[src/rtl/alu_pkg.sv]
// Shared ALU opcode definitions for the decode-side control and the execute stage.
package alu_pkg;

   localparam int ALU_WIDTH = 32;
   localparam int ALU_TAG_W = 5;

   typedef logic [4:0] alu_op_t;

   localparam alu_op_t ALU_ADD  = 5'd0;
   localparam alu_op_t ALU_SUB  = 5'd1;
   localparam alu_op_t ALU_AND  = 5'd2;
   localparam alu_op_t ALU_OR   = 5'd3;
   localparam alu_op_t ALU_XOR  = 5'd4;
   localparam alu_op_t ALU_NOR  = 5'd5;
   localparam alu_op_t ALU_SLL  = 5'd6;
   localparam alu_op_t ALU_SRL  = 5'd7;
   localparam alu_op_t ALU_SRA  = 5'd8;
   localparam alu_op_t ALU_SLT  = 5'd9;
   localparam alu_op_t ALU_JUMP = 5'd10;
   localparam alu_op_t ALU_BNE  = 5'd11;
   localparam alu_op_t ALU_BLEZ = 5'd12;
   localparam alu_op_t ALU_BLTZ = 5'd13;
   localparam alu_op_t ALU_BGTZ = 5'd14;

endpackage

[src/rtl/alu_exec_stage_if.sv]
// Operation-in / result-out handshake bundle between decode/control and the execute stage.
interface alu_exec_stage_if import alu_pkg::*; #(
   parameter int WIDTH = ALU_WIDTH,
   parameter int TAG_W = ALU_TAG_W
) ();

   logic             in_valid;
   logic             in_ready;
   alu_op_t          alu_ctrl;
   logic             sign;
   logic [WIDTH-1:0] op_a;
   logic [WIDTH-1:0] op_b;
   logic [TAG_W-1:0] tag_in;

   logic             out_valid;
   logic             out_ready;
   logic [WIDTH-1:0] result;
   logic [TAG_W-1:0] tag_out;
   logic             zero;
   logic             cond;
   logic             ovf;
   logic             illegal;

   modport master (
      output in_valid, alu_ctrl, sign, op_a, op_b, tag_in, out_ready,
      input  in_ready, out_valid, result, tag_out, zero, cond, ovf, illegal
   );

   modport slave (
      input  in_valid, alu_ctrl, sign, op_a, op_b, tag_in, out_ready,
      output in_ready, out_valid, result, tag_out, zero, cond, ovf, illegal
   );

endinterface

[src/rtl/alu_core.sv]
// Combinational ALU: result plus zero / branch-condition / signed-overflow / illegal-opcode flags.
module alu_core import alu_pkg::*; #(
   parameter int WIDTH = ALU_WIDTH
) (
   input  alu_op_t          i_alu_ctrl,
   input  logic             i_sign,
   input  logic [WIDTH-1:0] i_op_a,
   input  logic [WIDTH-1:0] i_op_b,
   output logic [WIDTH-1:0] o_result,
   output logic             o_zero,
   output logic             o_cond,
   output logic             o_ovf,
   output logic             o_illegal
);

   localparam int MSB = WIDTH - 1;

   logic [WIDTH-1:0] w_sum;
   logic [WIDTH-1:0] w_diff;
   logic [4:0]       w_shamt;
   logic             w_lt;
   logic             w_a_is_zero;

   assign w_sum       = i_op_a + i_op_b;
   assign w_diff      = i_op_a - i_op_b;
   assign w_shamt     = i_op_a[4:0];
   assign w_lt        = i_sign ? ($signed(i_op_a) < $signed(i_op_b)) : (i_op_a < i_op_b);
   assign w_a_is_zero = (i_op_a == '0);

   always_comb begin
      // NOTE: every output gets a default first so no path through the case infers a latch.
      o_result  = '0;
      o_cond    = 1'b0;
      o_ovf     = 1'b0;
      o_illegal = 1'b0;
      case (i_alu_ctrl)
         ALU_ADD: begin
            o_result = w_sum;
            o_ovf    = i_sign && (i_op_a[MSB] == i_op_b[MSB]) && (w_sum[MSB] != i_op_a[MSB]);
         end
         ALU_SUB: begin
            o_result = w_diff;
            o_ovf    = i_sign && (i_op_a[MSB] != i_op_b[MSB]) && (w_diff[MSB] != i_op_a[MSB]);
         end
         ALU_AND:  o_result = i_op_a & i_op_b;
         ALU_OR:   o_result = i_op_a | i_op_b;
         ALU_XOR:  o_result = i_op_a ^ i_op_b;
         ALU_NOR:  o_result = ~(i_op_a | i_op_b);
         ALU_SLL:  o_result = i_op_b << w_shamt;
         ALU_SRL:  o_result = i_op_b >> w_shamt;
         ALU_SRA:  o_result = $signed(i_op_b) >>> w_shamt;
         ALU_SLT:  o_result = {{(WIDTH-1){1'b0}}, w_lt};
         ALU_JUMP: begin
            o_result = i_op_a;
            o_cond   = 1'b1;
         end
         ALU_BNE: begin
            o_result = w_diff;
            o_cond   = (i_op_a != i_op_b);
         end
         ALU_BLEZ: begin
            o_result = i_op_a;
            o_cond   = i_op_a[MSB] || w_a_is_zero;
         end
         ALU_BLTZ: begin
            o_result = i_op_a;
            o_cond   = i_op_a[MSB];
         end
         ALU_BGTZ: begin
            o_result = i_op_a;
            o_cond   = !i_op_a[MSB] && !w_a_is_zero;
         end
         default:  o_illegal = 1'b1;
      endcase
   end

   assign o_zero = (o_result == '0);

endmodule

[src/rtl/alu_exec_stage.sv]
// Execute-stage ALU: one-deep output register with valid/ready handshake, flush squash and sync reset.
module alu_exec_stage import alu_pkg::*; #(
   parameter int WIDTH = ALU_WIDTH,
   parameter int TAG_W = ALU_TAG_W
) (
   input  logic           clk,
   input  logic           reset,
   input  logic           flush,
   alu_exec_stage_if.slave bus
);

   logic [WIDTH-1:0] w_result;
   logic             w_zero;
   logic             w_cond;
   logic             w_ovf;
   logic             w_illegal;
   logic             w_accept;

   logic             r_out_valid;
   logic [WIDTH-1:0] r_result;
   logic [TAG_W-1:0] r_tag;
   logic             r_zero;
   logic             r_cond;
   logic             r_ovf;
   logic             r_illegal;

   alu_core #(.WIDTH(WIDTH)) u_core (
      .i_alu_ctrl (bus.alu_ctrl),
      .i_sign     (bus.sign),
      .i_op_a     (bus.op_a),
      .i_op_b     (bus.op_b),
      .o_result   (w_result),
      .o_zero     (w_zero),
      .o_cond     (w_cond),
      .o_ovf      (w_ovf),
      .o_illegal  (w_illegal)
   );

   // The register can refill in the same cycle it drains, so full throughput has no bubble.
   assign bus.in_ready = !r_out_valid || bus.out_ready;
   assign w_accept     = bus.in_valid && bus.in_ready;

   always_ff @(posedge clk) begin
      // NOTE: sequential state uses non-blocking assignments so every flop samples pre-edge values.
      if (reset) begin
         // NOTE: the data fields are cleared too, because downstream observes them as zero after reset.
         r_out_valid <= 1'b0;
         r_result    <= '0;
         r_tag       <= '0;
         r_zero      <= 1'b0;
         r_cond      <= 1'b0;
         r_ovf       <= 1'b0;
         r_illegal   <= 1'b0;
      end else if (flush) begin
         r_out_valid <= 1'b0;
      end else if (w_accept) begin
         r_out_valid <= 1'b1;
         r_result    <= w_result;
         r_tag       <= bus.tag_in;
         r_zero      <= w_zero;
         r_cond      <= w_cond;
         r_ovf       <= w_ovf;
         r_illegal   <= w_illegal;
      end else if (bus.out_ready) begin
         r_out_valid <= 1'b0;
      end
   end

   assign bus.out_valid = r_out_valid;
   assign bus.result    = r_result;
   assign bus.tag_out   = r_tag;
   assign bus.zero      = r_zero;
   assign bus.cond      = r_cond;
   assign bus.ovf       = r_ovf;
   assign bus.illegal   = r_illegal;

endmodule

[src/flat_wrapper.sv]
// flat-port wrapper written by rule: the top's interface ports become plain ports
module alu_exec_stage_flat import alu_pkg::*;
#(
   parameter int WIDTH = ALU_WIDTH,
   parameter int TAG_W = ALU_TAG_W
)
  (clk, reset, flush, bus_in_valid, bus_alu_ctrl, bus_sign, bus_op_a, bus_op_b, bus_tag_in, bus_out_ready, bus_in_ready, bus_out_valid, bus_result, bus_tag_out, bus_zero, bus_cond, bus_ovf, bus_illegal);
  alu_exec_stage_if #(.WIDTH(WIDTH), .TAG_W(TAG_W)) bus_i ();
  input  logic clk;
  input  logic reset;
  input  logic flush;
  input wire logic [$bits(bus_i.in_valid)-1:0] bus_in_valid;
  input wire logic [$bits(bus_i.alu_ctrl)-1:0] bus_alu_ctrl;
  input wire logic [$bits(bus_i.sign)-1:0] bus_sign;
  input wire logic [$bits(bus_i.op_a)-1:0] bus_op_a;
  input wire logic [$bits(bus_i.op_b)-1:0] bus_op_b;
  input wire logic [$bits(bus_i.tag_in)-1:0] bus_tag_in;
  input wire logic [$bits(bus_i.out_ready)-1:0] bus_out_ready;
  output wire logic [$bits(bus_i.in_ready)-1:0] bus_in_ready;
  output wire logic [$bits(bus_i.out_valid)-1:0] bus_out_valid;
  output wire logic [$bits(bus_i.result)-1:0] bus_result;
  output wire logic [$bits(bus_i.tag_out)-1:0] bus_tag_out;
  output wire logic [$bits(bus_i.zero)-1:0] bus_zero;
  output wire logic [$bits(bus_i.cond)-1:0] bus_cond;
  output wire logic [$bits(bus_i.ovf)-1:0] bus_ovf;
  output wire logic [$bits(bus_i.illegal)-1:0] bus_illegal;
  assign bus_i.in_valid = bus_in_valid;
  assign bus_i.alu_ctrl = bus_alu_ctrl;
  assign bus_i.sign = bus_sign;
  assign bus_i.op_a = bus_op_a;
  assign bus_i.op_b = bus_op_b;
  assign bus_i.tag_in = bus_tag_in;
  assign bus_i.out_ready = bus_out_ready;
  assign bus_in_ready = bus_i.in_ready;
  assign bus_out_valid = bus_i.out_valid;
  assign bus_result = bus_i.result;
  assign bus_tag_out = bus_i.tag_out;
  assign bus_zero = bus_i.zero;
  assign bus_cond = bus_i.cond;
  assign bus_ovf = bus_i.ovf;
  assign bus_illegal = bus_i.illegal;
  alu_exec_stage #(.WIDTH(WIDTH), .TAG_W(TAG_W)) u_core (.clk(clk), .reset(reset), .flush(flush), .bus(bus_i));
endmodule
[config.mk]
export PLATFORM = sky130hd
export DESIGN_NAME = alu_exec_stage_flat
export DESIGN_NICKNAME = d
export VERILOG_FILES = /design/src/rtl/alu_pkg.sv /design/src/rtl/alu_exec_stage_if.sv /design/src/rtl/alu_core.sv /design/src/rtl/alu_exec_stage.sv /design/src/flat_wrapper.sv
export SDC_FILE = /design/constraint.sdc
export NUM_CORES = 1
export LEC_CHECK = 0
export CAP_MARGIN = 10
export CORE_UTILIZATION = 35
export CTS_CLUSTER_DIAMETER = 30
export DETAILED_ROUTE_END_ITERATION = 12
export HOLD_SLACK_MARGIN = 0.05
export SLEW_MARGIN = 25
export SYNTH_ARGS = -nofsm -noshare
export SYNTH_HDL_FRONTEND = slang
export SYNTH_HIERARCHICAL = 1
export SYNTH_SLANG_ARGS = --single-unit
[constraint.sdc]
create_clock -name clk -period 6.7 [get_ports clk]
set_input_delay 1.005 -clock clk [delete_from_list [all_inputs] [get_ports clk]]
set_output_delay 1.005 -clock clk [all_outputs]
set_load 0.005 [all_outputs]
==> results.toml <==
[layout]
final_cell_mix = "154 x nor2_1, 141 x nand2_1, 133 x a21oi_1, 116 x clkdlybuf4s50_1, 100 x inv_1"
final_area_um2 = 14000
syn_to_final_growth_pct = 14.5
layout_commonest_cell = "nor2_1"
final_nets = 1929
finalNonFillerCells = 2201
drive_gt1_share_pct = 10.1

[yosys]
synth_cells = 1692
seq_area_frac_synth_pct = 6.89
synth.avg_cell_area_um2 = 7.21
synth_area_um2 = 12200
synth_flop_cell = "dfxtp_1"
syn_nets = 1871
synth-edff-count = 0
async_flop_share_pct = 0
yosys_warnings = 6
synth.distinct_cells = 87
yosys_register_bits = 42

[drt]
wl_um = 61300
drt_iter0_markers = 2002
dr.pass1.iters = 7
wl_per_cell_um = 27.9
drcViolationCount = 0
viasPerCell = 6.63
vias = 14600
detail-route-antenna-nets = 0

[placed_design]
placement.io_buffers = 122
dp_slack_ns = 0.993
place.gp.congestion = 1.05
dpl.cell_count = 2191
detailed_place_hpwl_um = 49200
dpl-instance-area_um2 = 13800

[status]
outcome = "complete, no violations"

[clocking]
cts_tree = "built"
cts_buffer_depth = 2
clock-sinks = 42
clkSlewWorstSetupHoldPaths_ns = 0.06
hold_buffers = 0
cts_setup_buffers = 0
cts.repair.resized = 0
cts_root_buf = "clkbuf_16"
htreeDepth = 2
clk_latency_ns = 0.28
cts_buffers = 5

[floorplanning]
fp.dieH_um = 189
fp-row-count = 67
io_pins = 123
die_w_um = 189
fp.coreArea_um2 = 33900
die-area_um2 = 35600
initial_core_util_pct = 36.0

[timing]
skew_ns = 0.000881
max_freq_mhz = 182
worstMarginPinSlew_ns = 0.873
fin_crit_ns = 5.49
hold_viol = 0
slew_headroom_pct = 41.8
fin_crit_sh_pct = 81.9
timing.final.ws_setup_ns = 1.21
drv_slew = 0
tns_ns = 0
finalSetupViolCount = 0
rsz0062_at_grt = "false"

[job]
drv_cap = 0

[setup_path]
cp-end-kind = "flip-flop"
cpPeakStageDelay_ns = 0.77
crit_arrival_ns = 5.70
worstPathMaxFanout = 19
cp_common_cell = "inv_1"
cp-start-kind = "primary input"
path_class = "primary input to flip-flop"
crit_chain = "clkdlybuf4s50_1 -> inv_1 -> ha_1 -> nor2b_1 -> o211ai_1 -> o31ai_1 -> o311ai_0 -> a21oi_1 -> inv_1 -> o22ai_1 -> a2111o_1 -> or4_1 -> nor4_1 -> and4b_1 -> nand2b_1 -> mux2i_1"
critPathRequiredTime_ns = 6.91
cp_slowest_cell = "ha_1"

[power]
power.total_mw = 1.56
p_int_mw = 0.798
powerDensity_nw_per_um2 = 112
switchingPower_mw = 0.765
max-vdd-ir-drop_mv = 0.127
p_comb_share_pct = 67.1
swShare_pct = 48.9
power.share.clock_pct = 15.6
p_leak_nw = 5.40
seq_power_share_pct = 17.3

[grt]
grt_pass1_vias = 13500
grt_usage_pct = 33.4
grt_max_degree = 84
overflow = 0
grt_first_pass_wirelength_um = 90000
antenna_found_initial = 3

[hold_path]
min_path_type = "flip-flop to flip-flop"
## routing by layer
metal	share of wire, %	up-vias	track usage, %	routed length, um
li1	-	6463	-	-
met1	42	7034	45.7	25800
met2	44	937	51.9	26700
met3	9.2	152	4.47	5630
met4	5.2	0	15.2	3180
met5	0	-	0	0
## critical path, delay by kind of cell
kind,cells,cell delay (ns)
mux,1,0.12
fa+ha+maj,1,0.77
compound gates,6,1.78
buf+inv,3,0.95
simple gates,5,1.05
## kinds of logic after synthesis
group	share of synthesized area (%)
AO/OA/AOI/OAI	28.4
buffers and inverters	8.48
AND/OR/NAND/NOR	26.4
adder cells (fa/ha/maj)	10.3
flip-flops	6.89
multiplexers	19.1
XOR/XNOR	0.431
## through the flow
step | utilization, % | hold slack [ns]
after CTS | 41.2 | 0.473
after global routing | 41.2 | 0.490
after global placement | 40.7 | 0.457
after floorplan | - | 0.465
after detailed placement | 40.7 | 0.463
final | 41.2 | 0.467
## path summary, 6_finish.rpt
kind / startpoint / to / slack [ns] / cells past startpoint
setup / recovery: bus_op_b[7] / u_core/bus.zero$_SDFFE_PP0P_ / 1.21 / 16
hold / removal: u_core/bus.result[16]$_SDFFE_PP0P_ / u_core/bus.result[16]$_SDFFE_PP0P_ / 0.47 / 2
setup reg to reg: u_core/bus.out_valid$_SDFFE_PP0P_ / u_core/bus.result[4]$_SDFFE_PP0P_ / 4.95 / 4
hold reg to reg: u_core/bus.result[16]$_SDFFE_PP0P_ / u_core/bus.result[16]$_SDFFE_PP0P_ / 0.47 / 2
## synthesized netlist by cell type, types with 12 or more instances
master     number  share of area [%]
nor2b_1        21                1.1
a221oi_1       13               0.93
buf_1          17               0.52
o21ai_0        88                3.6
o211ai_1       31                1.9
clkbuf_1       76                2.3
nor2_1        155                4.8
mux2i_1        89                7.3
dfxtp_1        42                6.9
a22oi_1        21                1.3
a2111oi_0      12               0.86
o31ai_1        13               0.80
ha_1           97                 10
a21oi_1       134                5.5
a31oi_1        23                1.2
mux2_2         15                1.4
inv_1         100                3.1
mux4_2         54                 10
a211oi_1       23                1.4
nand3_1        49                2.0
a21o_1         18                1.1
buf_2          22               0.90
nand4_1        26                1.3
nand2b_1       97                5.0
nor3_1         53                2.2
a221o_1        13                1.1
or3_1          14               0.72
nor4_1         24                1.2
nand2_1       141                4.3
## area by class of cell
cell class,instances,area (um^2)
Antenna cell,2,5.00
Clock buffer,6,139
Clock inverter,2,12.5
Fill cell,3620,19900
Inverter,103,387
Multi-Input combinational cell,1417,10400
Sequential cell,42,841
Tap cell,448,561
Timing Repair Buffer,181,1660
## sequential cells by signal, indices dropped and copies added (netlist names)
signal / flops
u_core/bus.out_valid: 1
u_core/bus.zero: 1
u_core/bus.cond: 1
u_core/bus.tag_out: 5
u_core/bus.ovf: 1
u_core/bus.result: 32
u_core/bus.illegal: 1
## power groups by stage
stage,clock [mW],sequential (mW),combinational (mW)
3_3_place_gp,0,0.276,1.01
2_1_floorplan,0,0.277,0.626
6_report,0.243,0.270,1.05
4_1_cts,0.252,0.271,1.01
5_1_grt,0.265,0.272,1.11
3_5_place_dp,0,0.276,1.01
No activity file was read; power rests on OpenSTA's default activity.
